$ cat src/rtl/ex_stage_pipe.sv
// Execute-stage pipeline register: two-entry skid buffer, registered
// branch-redirect flush and later-stage kill.
// Ports: clk, rst (async, active-high); in_* upstream handshake and
// payload; out_* downstream handshake and payload; kill; flush and
// flush_target redirect. With EX_STAGE_PERF_CNT_EN defined, the
// saturating counters stall_cnt and flush_cnt are also present.
module ex_stage_pipe #(
   parameter int PC_W    = 32,
   parameter int INSTR_W = 32,
   parameter int CNT_W   = 16
) (
   input  logic               clk,
   input  logic               rst,
   input  logic               in_valid,
   output logic               in_ready,
   input  logic [PC_W-1:0]    in_pc,
   input  logic [INSTR_W-1:0] in_instr,
   input  logic               in_br_taken,
   input  logic [PC_W-1:0]    in_br_target,
   input  logic               kill,
   output logic               out_valid,
   input  logic               out_ready,
   output logic [PC_W-1:0]    out_pc,
   output logic [INSTR_W-1:0] out_instr,
   output logic               flush,
   output logic [PC_W-1:0]    flush_target
`ifdef EX_STAGE_PERF_CNT_EN
   ,
   output logic [CNT_W-1:0]   stall_cnt,
   output logic [CNT_W-1:0]   flush_cnt
`endif
);

   logic               main_valid_q, main_valid_d;
   logic [PC_W-1:0]    main_pc_q, main_pc_d;
   logic [INSTR_W-1:0] main_instr_q, main_instr_d;
   logic               skid_valid_q, skid_valid_d;
   logic [PC_W-1:0]    skid_pc_q, skid_pc_d;
   logic [INSTR_W-1:0] skid_instr_q, skid_instr_d;
   logic               flush_q, flush_d;
   logic [PC_W-1:0]    flush_target_q, flush_target_d;
   logic               acc, drn;

   // Wrong-path input is dropped while a redirect is on the wire.
   assign acc = in_valid & ~skid_valid_q & ~flush_q & ~kill;
   assign drn = main_valid_q & out_ready;

   always_comb begin
      main_valid_d   = main_valid_q;
      main_pc_d      = main_pc_q;
      main_instr_d   = main_instr_q;
      skid_valid_d   = skid_valid_q;
      skid_pc_d      = skid_pc_q;
      skid_instr_d   = skid_instr_q;
      flush_target_d = flush_target_q;
      flush_d        = acc & in_br_taken;
      if (kill) begin
         main_valid_d = 1'b0;
         skid_valid_d = 1'b0;
      end else begin
         if (drn | ~main_valid_q) begin
            if (skid_valid_q) begin
               main_valid_d = 1'b1;
               main_pc_d    = skid_pc_q;
               main_instr_d = skid_instr_q;
               skid_valid_d = 1'b0;
            end else if (acc) begin
               main_valid_d = 1'b1;
               main_pc_d    = in_pc;
               main_instr_d = in_instr;
            end else begin
               main_valid_d = 1'b0;
            end
         end
         // acc implies skid empty, so this never overwrites a valid skid.
         if (acc & main_valid_q & ~out_ready) begin
            skid_valid_d = 1'b1;
            skid_pc_d    = in_pc;
            skid_instr_d = in_instr;
         end
      end
      if (flush_d) flush_target_d = in_br_target;
   end

   always_ff @(posedge clk or posedge rst) begin
      if (rst) begin
         main_valid_q   <= 1'b0;
         main_pc_q      <= '0;
         main_instr_q   <= '0;
         skid_valid_q   <= 1'b0;
         skid_pc_q      <= '0;
         skid_instr_q   <= '0;
         flush_q        <= 1'b0;
         flush_target_q <= '0;
      end else begin
         main_valid_q   <= main_valid_d;
         main_pc_q      <= main_pc_d;
         main_instr_q   <= main_instr_d;
         skid_valid_q   <= skid_valid_d;
         skid_pc_q      <= skid_pc_d;
         skid_instr_q   <= skid_instr_d;
         flush_q        <= flush_d;
         flush_target_q <= flush_target_d;
      end
   end

   assign in_ready     = ~skid_valid_q;
   assign out_valid    = main_valid_q;
   assign out_pc       = main_pc_q;
   assign out_instr    = main_instr_q;
   assign flush        = flush_q;
   assign flush_target = flush_target_q;

`ifdef EX_STAGE_PERF_CNT_EN
   localparam logic [CNT_W-1:0] CntOne = {{(CNT_W-1){1'b0}}, 1'b1};

   logic [CNT_W-1:0] stall_cnt_q, stall_cnt_d;
   logic [CNT_W-1:0] flush_cnt_q, flush_cnt_d;

   always_comb begin
      stall_cnt_d = stall_cnt_q;
      flush_cnt_d = flush_cnt_q;
      if (main_valid_q & ~out_ready & (stall_cnt_q != '1))
         stall_cnt_d = stall_cnt_q + CntOne;
      if (flush_q & (flush_cnt_q != '1))
         flush_cnt_d = flush_cnt_q + CntOne;
   end

   always_ff @(posedge clk or posedge rst) begin
      if (rst) begin
         stall_cnt_q <= '0;
         flush_cnt_q <= '0;
      end else begin
         stall_cnt_q <= stall_cnt_d;
         flush_cnt_q <= flush_cnt_d;
      end
   end

   assign stall_cnt = stall_cnt_q;
   assign flush_cnt = flush_cnt_q;
`endif

endmodule

$ cat config.mk
export PLATFORM = sky130hd
export DESIGN_NAME = ex_stage_pipe
export DESIGN_NICKNAME = d
export VERILOG_FILES = /design/src/rtl/ex_stage_pipe.sv
export SDC_FILE = /design/constraint.sdc
export NUM_CORES = 1
export LEC_CHECK = 0
export ABC_CLOCK_PERIOD_IN_PS = 7470
export CORE_MARGIN = 2
export CORE_UTILIZATION = 46
export DETAILED_ROUTE_END_ITERATION = 6
export GPL_TIMING_DRIVEN = 0
export PLACE_DENSITY_LB_ADDON = 0.12
export SYNTH_ARGS = -nofsm -noshare
export SYNTH_HDL_FRONTEND = slang
export SYNTH_SLANG_ARGS = --single-unit
$ cat constraint.sdc
create_clock -name clk -period 7.47 [get_ports clk]
set_input_delay 1.494 -clock clk [delete_from_list [all_inputs] [get_ports clk]]
set_output_delay 1.494 -clock clk [all_outputs]
set_load 0.02 [all_outputs]
# --- After elaboration in Yosys (flattened, before gate mapping) ---
# Cells that the tools add are included.
totals:
  ff_bits: 163
  in_bits: 102
op_classes:
  n_reduce_logical: 5
  muxes: 11
  bitwise_logic: 13
ops:
  columns: ["op", "count"]
  rows:
  - ["32-bit two-way mux", 4]
  - ["1-bit AND", 7]
  - ["1-bit two-way mux", 7]
  - ["1-bit inverter", 5]
  - ["2-bit nonzero test", 2]
  - ["3-bit AND reduction", 1]
  - ["3-bit nonzero test", 1]
  - ["2-bit AND reduction", 1]
  - ["1-bit OR", 1]

# --- Depth between registers and ports, before layout ---
depth:
  ltp_word: 8
  ltp_mapped: 5

# --- Worst setup path after synthesis ---
# No wires, ideal clock.
synth_timing:
  kind: "input-to-reg"
  startpoint: "input out_ready"
  endpoint: "register skid_instr_q[0]"
  stages: 5
  slack_ns: 4.742
  required_time_ns: 7.345
  t_arrival_ns: 2.603
  setup_time_ns: 0.125
  cell_sequence: "or3b_1 -> nand2b_4 -> buf_12 -> buf_12 -> mux2_4"
synth_via:
  elab_chain_cells: 3
synth_rtl:
  columns: ["item", "line", "source"]
  rows:
  - ["start: declaration", "22", "input logic out_ready,"]
  - ["1-bit inverter", "76", "if (acc & main_valid_q & ~out_ready) begin"]
  - ["1-bit AND", "76", null]
  - ["2-bit AND reduction (no source line)", null, null]
  - ["end signal: assignment", "101", "skid_instr_q <= skid_instr_d;"]
  - ["end: declaration", "39", "logic [INSTR_W-1:0] skid_instr_q, skid_instr_d;"]
# No other way between the ends.
# A chain may end at the register's enable or synchronous reset.

# --- Worst setup path after layout ---
layout_timing:
  startpoint: "register skid_valid_q"
  endpoint: "output in_ready"
layout_via:
  elab_chain_cells: 1
layout_rtl:
  columns: ["item", "line", "source"]
  rows:
  - ["start: declaration", "37", "logic skid_valid_q, skid_valid_d;"]
  - ["start signal: assignment", "99", "skid_valid_q <= skid_valid_d;"]
  - ["1-bit inverter", "107", "assign in_ready = ~skid_valid_q;"]
  - ["end: declaration", "15", "output logic in_ready,"]
# No other way between the ends.

==> metrics.log <==
[metrics] status: complete, no violations
[metrics] most area-consuming cells after synthesis: sky130_fd_sc_hd__dfrtp_1 57%, sky130_fd_sc_hd__mux2_2 26%, sky130_fd_sc_hd__mux2_4 13%
[metrics] number of inserted diodes: 0
[metrics] slew margin rel.: 0.599
[metrics] core footprint: 15300 um^2
[metrics] placed cell area: 9490 um^2
[metrics] leftover overflow at the end of global routing: 0
[metrics] number of sinks driven by the clock tree: 163
[metrics] core occupancy in the finished layout: 0.662
[metrics] part of the cycle the worst path needs: 0.486
[metrics] post-route DRC violation count: 0
[metrics] layout cell share with drive strength beyond 1: 0.430
[metrics] WP buf/inv: 4
[metrics] post_cts resized: 0
[metrics] post-synthesis sequential area ratio: 0.567
[metrics] sequential group share of total power: 0.420
[metrics] final design instance area without fill: between 10000 and 15000 um^2
[metrics] Synth warnings: 0
[metrics] layout net count: 747
[metrics] clock transition at the registers of the reported paths: about 0.060 ns
[metrics] crit path capture type: output pin
[metrics] Post-CTS Repair Setup Buffers: 0
[metrics] number of placed I/O pins: about 200
[metrics] Syn Std Cell Area: 7190 um^2
[metrics] layout filler cell count: 1133
[metrics] first-pass GRT wire length: 24600 um
[metrics] RD Place Congestion: 0.707
[metrics] Hold WC Path Type: reg2reg
[metrics] most frequent cell on the critical path: sky130_fd_sc_hd__buf_2
[metrics] area of the die: 16600 um^2
[metrics] dpl hpwl: 10700 um
[metrics] Row Count: 45
[metrics] Synth top area share: 0.567
[metrics] antenna viol nets, final: 0
[metrics] vias: 4280
[metrics] Detailed Route WL: 15300 um
[metrics] vias per std cell: 4.93
[metrics] Max stage delay on crit path: 0.54 ns
[metrics] fraction of power spent switching nets: 0.273
[metrics] combined global-route utilization of all metal layers: 0.194
[metrics] hold violation count in the final report: 0
[metrics] total net switching power: slightly below 800 uW
[metrics] internal power: 2.07 mW
[metrics] footprint of the multi-input gates: 2840 um^2
[metrics] DR pass1 iterations: 4
[metrics] Max Fclk: around 280 MHz
[metrics] number of clock buffers inserted by TritonCTS: 17
[metrics] post-layout minimum cycle time: 3.63 ns
[metrics] Pwr Density: 282 nW/um^2
[metrics] routed len/inst: 17.6 um
[metrics] critical path class: reg2out
[metrics] root buffer cell: sky130_fd_sc_hd__clkbuf_16
[metrics] kind of cell with the highest combined delay on the critical path: buffers and inverters
[metrics] Initial Util: 0.471
[metrics] maximum number of pins on one net before global-route repair: 85
[metrics] Clock power frac: 0.309
[metrics] RSZ-0062 raised after global routing: false
[metrics] Mean Syn Cell Area: 16.9 um^2
[metrics] Yosys cell types: 17
[metrics] critical path startpoint category: flip-flop
[metrics] combinational share of power: 0.270
[metrics] largest area contributor in the netlist: sky130_fd_sc_hd__dfrtp_1
[metrics] Post-Synthesis Net Count: between 500 and 600
[metrics] flop-to-flop setup slack: 5.60 ns
[metrics] VDD IR max: between 0.15 and 0.2 mV
[metrics] via count of the first global-routing pass: roughly 4800
[metrics] Max H-tree Level: 4
[metrics] total power: 2.85 mW
[metrics] count of maximum capacitance violations: 0
[metrics] critical path, cell by cell: buf_2 -> buf_2 -> inv_1 -> clkdlybuf4s50_1
[metrics] largest driver fanout on the critical path: 10
[metrics] slowest CP cell: sky130_fd_sc_hd__clkdlybuf4s50_1
[metrics] flip-flop and latch count after synthesis: 163
[metrics] initial antenna violation count: 0
[metrics] final setup vio count: 0
[metrics] Pins Over Slew Limit: 0
[metrics] Max Clock Skew: 0.00466 ns
[metrics] final cell count without fillers: 869
[metrics] Register Area: just over 4000 um^2
[metrics] Area growth syn-to-layout: 40.4%
[metrics] TritonCTS clock tree: yes
[metrics] Skew-Pair Late Insertion Delay: 0.42 ns
[metrics] transition at the pin with the smallest max-transition slack: 0.602 ns
[metrics] Die Wd: 129 um
[metrics] quantity of I/O buffers inserted on ports: 200
[metrics] first-iteration detailed-routing DRC count: 152
[metrics] Gate Count Post-Synth: between 400 and 500
[metrics] Cells after DPL: around 840
[metrics] count of hold buffers inserted by post-cts repair: 0
[metrics] Max Root-Sink Buffers: 2
[metrics] critical path data arrival time: 2.14 ns
[metrics] required time of the worst setup path: ~6 ns
[metrics] y dimension of the die: 129 um
[metrics] Static Leakage: roughly 4.5 nW
-- per-stage QoR --
step / hold WS, ns / TNS [ns] / setup slack, ns
2_1_floorplan: 0.474 / 0 / 1.57
3_3_place_gp: 0.484 / -91.35 / -0.569
3_5_place_dp: 0.488 / 0 / 4.12
4_1_cts: 0.506 / 0 / 3.77
5_1_grt: 0.516 / 0 / 3.67
6_report: 0.501 / 0 / 3.84
-- synthesized netlist by cell type, drive strengths merged --
| cell type | instances |
|---|---|
| mux2 | 224 |
| dfrtp | 163 |
| buf | 22 |
| nand3 | 1 |
| o211a | 1 |
| inv | 4 |
| a21oi | 1 |
| or2b | 1 |
| nand2b | 1 |
| or3b | 1 |
| nor2 | 2 |
| clkbuf | 2 |
| nor2b | 1 |
| nor3b | 1 |
-- cell type report --
cell class,instances,share of cell area
Multi-Input combinational cell,234,0.281
Sequential cell,163,0.404
Inverter,4,0.00223
Clock buffer,20,0.0452
Timing Repair Buffer,201,0.201
Clock inverter,12,0.0145
Tap cell,211,0.0262
Buffer,24,0.0258
-- final timing paths --
kind	from	cells after the start	end
worst max register to register	skid_valid_q	4	out_pc[0]
max in group asynchronous	rst	3	flush_target[31]
worst min-delay path	flush_target[9]	1	flush_target[9]
worst max-delay path	skid_valid_q	4	in_ready
min in group asynchronous	rst	2	out_pc[3]
worst min register to register	flush_target[9]	1	flush_target[9]
-- flip-flops by register name, indices dropped and copies added, names as in the netlist --
name / flops
flush: 1
flush_target: 32
out_valid: 1
skid_instr_q: 32
skid_pc_q: 32
out_instr: 32
out_pc: 32
skid_valid_q: 1
-- cell families (layout without fill, tap and decap cells) --
logic type	count (synthesis)	in the layout	synth area share
flops	163	163	0.567
mux	224	224	0.382
simple gates	8	8	0.0103
compound gates	2	2	0.00209
buf+inv	28	261	0.0383
-- cell usage in the layout (no fill, tap or decap), types with 3 or more instances in the layout --
cell type	instances
sky130_fd_sc_hd__buf_2	9
sky130_fd_sc_hd__buf_12	7
sky130_fd_sc_hd__buf_6	6
sky130_fd_sc_hd__clkinvlp_4	3
sky130_fd_sc_hd__clkbuf_1	3
sky130_fd_sc_hd__inv_6	4
sky130_fd_sc_hd__mux2_2	164
sky130_fd_sc_hd__clkdlybuf4s50_1	200
sky130_fd_sc_hd__mux2_4	60
sky130_fd_sc_hd__inv_1	3
sky130_fd_sc_hd__dfrtp_1	163
sky130_fd_sc_hd__clkbuf_16	17
-- power groups by stage --
| stage | sequential, mW | clock (mW) | combinational, mW |
|---|---|---|---|
| 2_1_floorplan | 1.33 | 0 | 0.298 |
| 3_3_place_gp | 1.20 | 0 | 0.761 |
| 3_5_place_dp | 1.21 | 0 | 0.778 |
| 4_1_cts | 1.20 | 0.906 | 0.782 |
| 5_1_grt | 1.22 | 0.949 | 0.819 |
| 6_report | 1.20 | 0.883 | 0.771 |
-- per-layer routing --
metal	vias up	track usage	part of all wire
met5	-	0	0
met4	0	0.0633	0.011
met3	14	0.0772	0.073
met2	115	0.316	0.50
met1	2188	0.239	0.42
li1	1963	-	-
No activity file was read; power rests on OpenSTA's default activity.
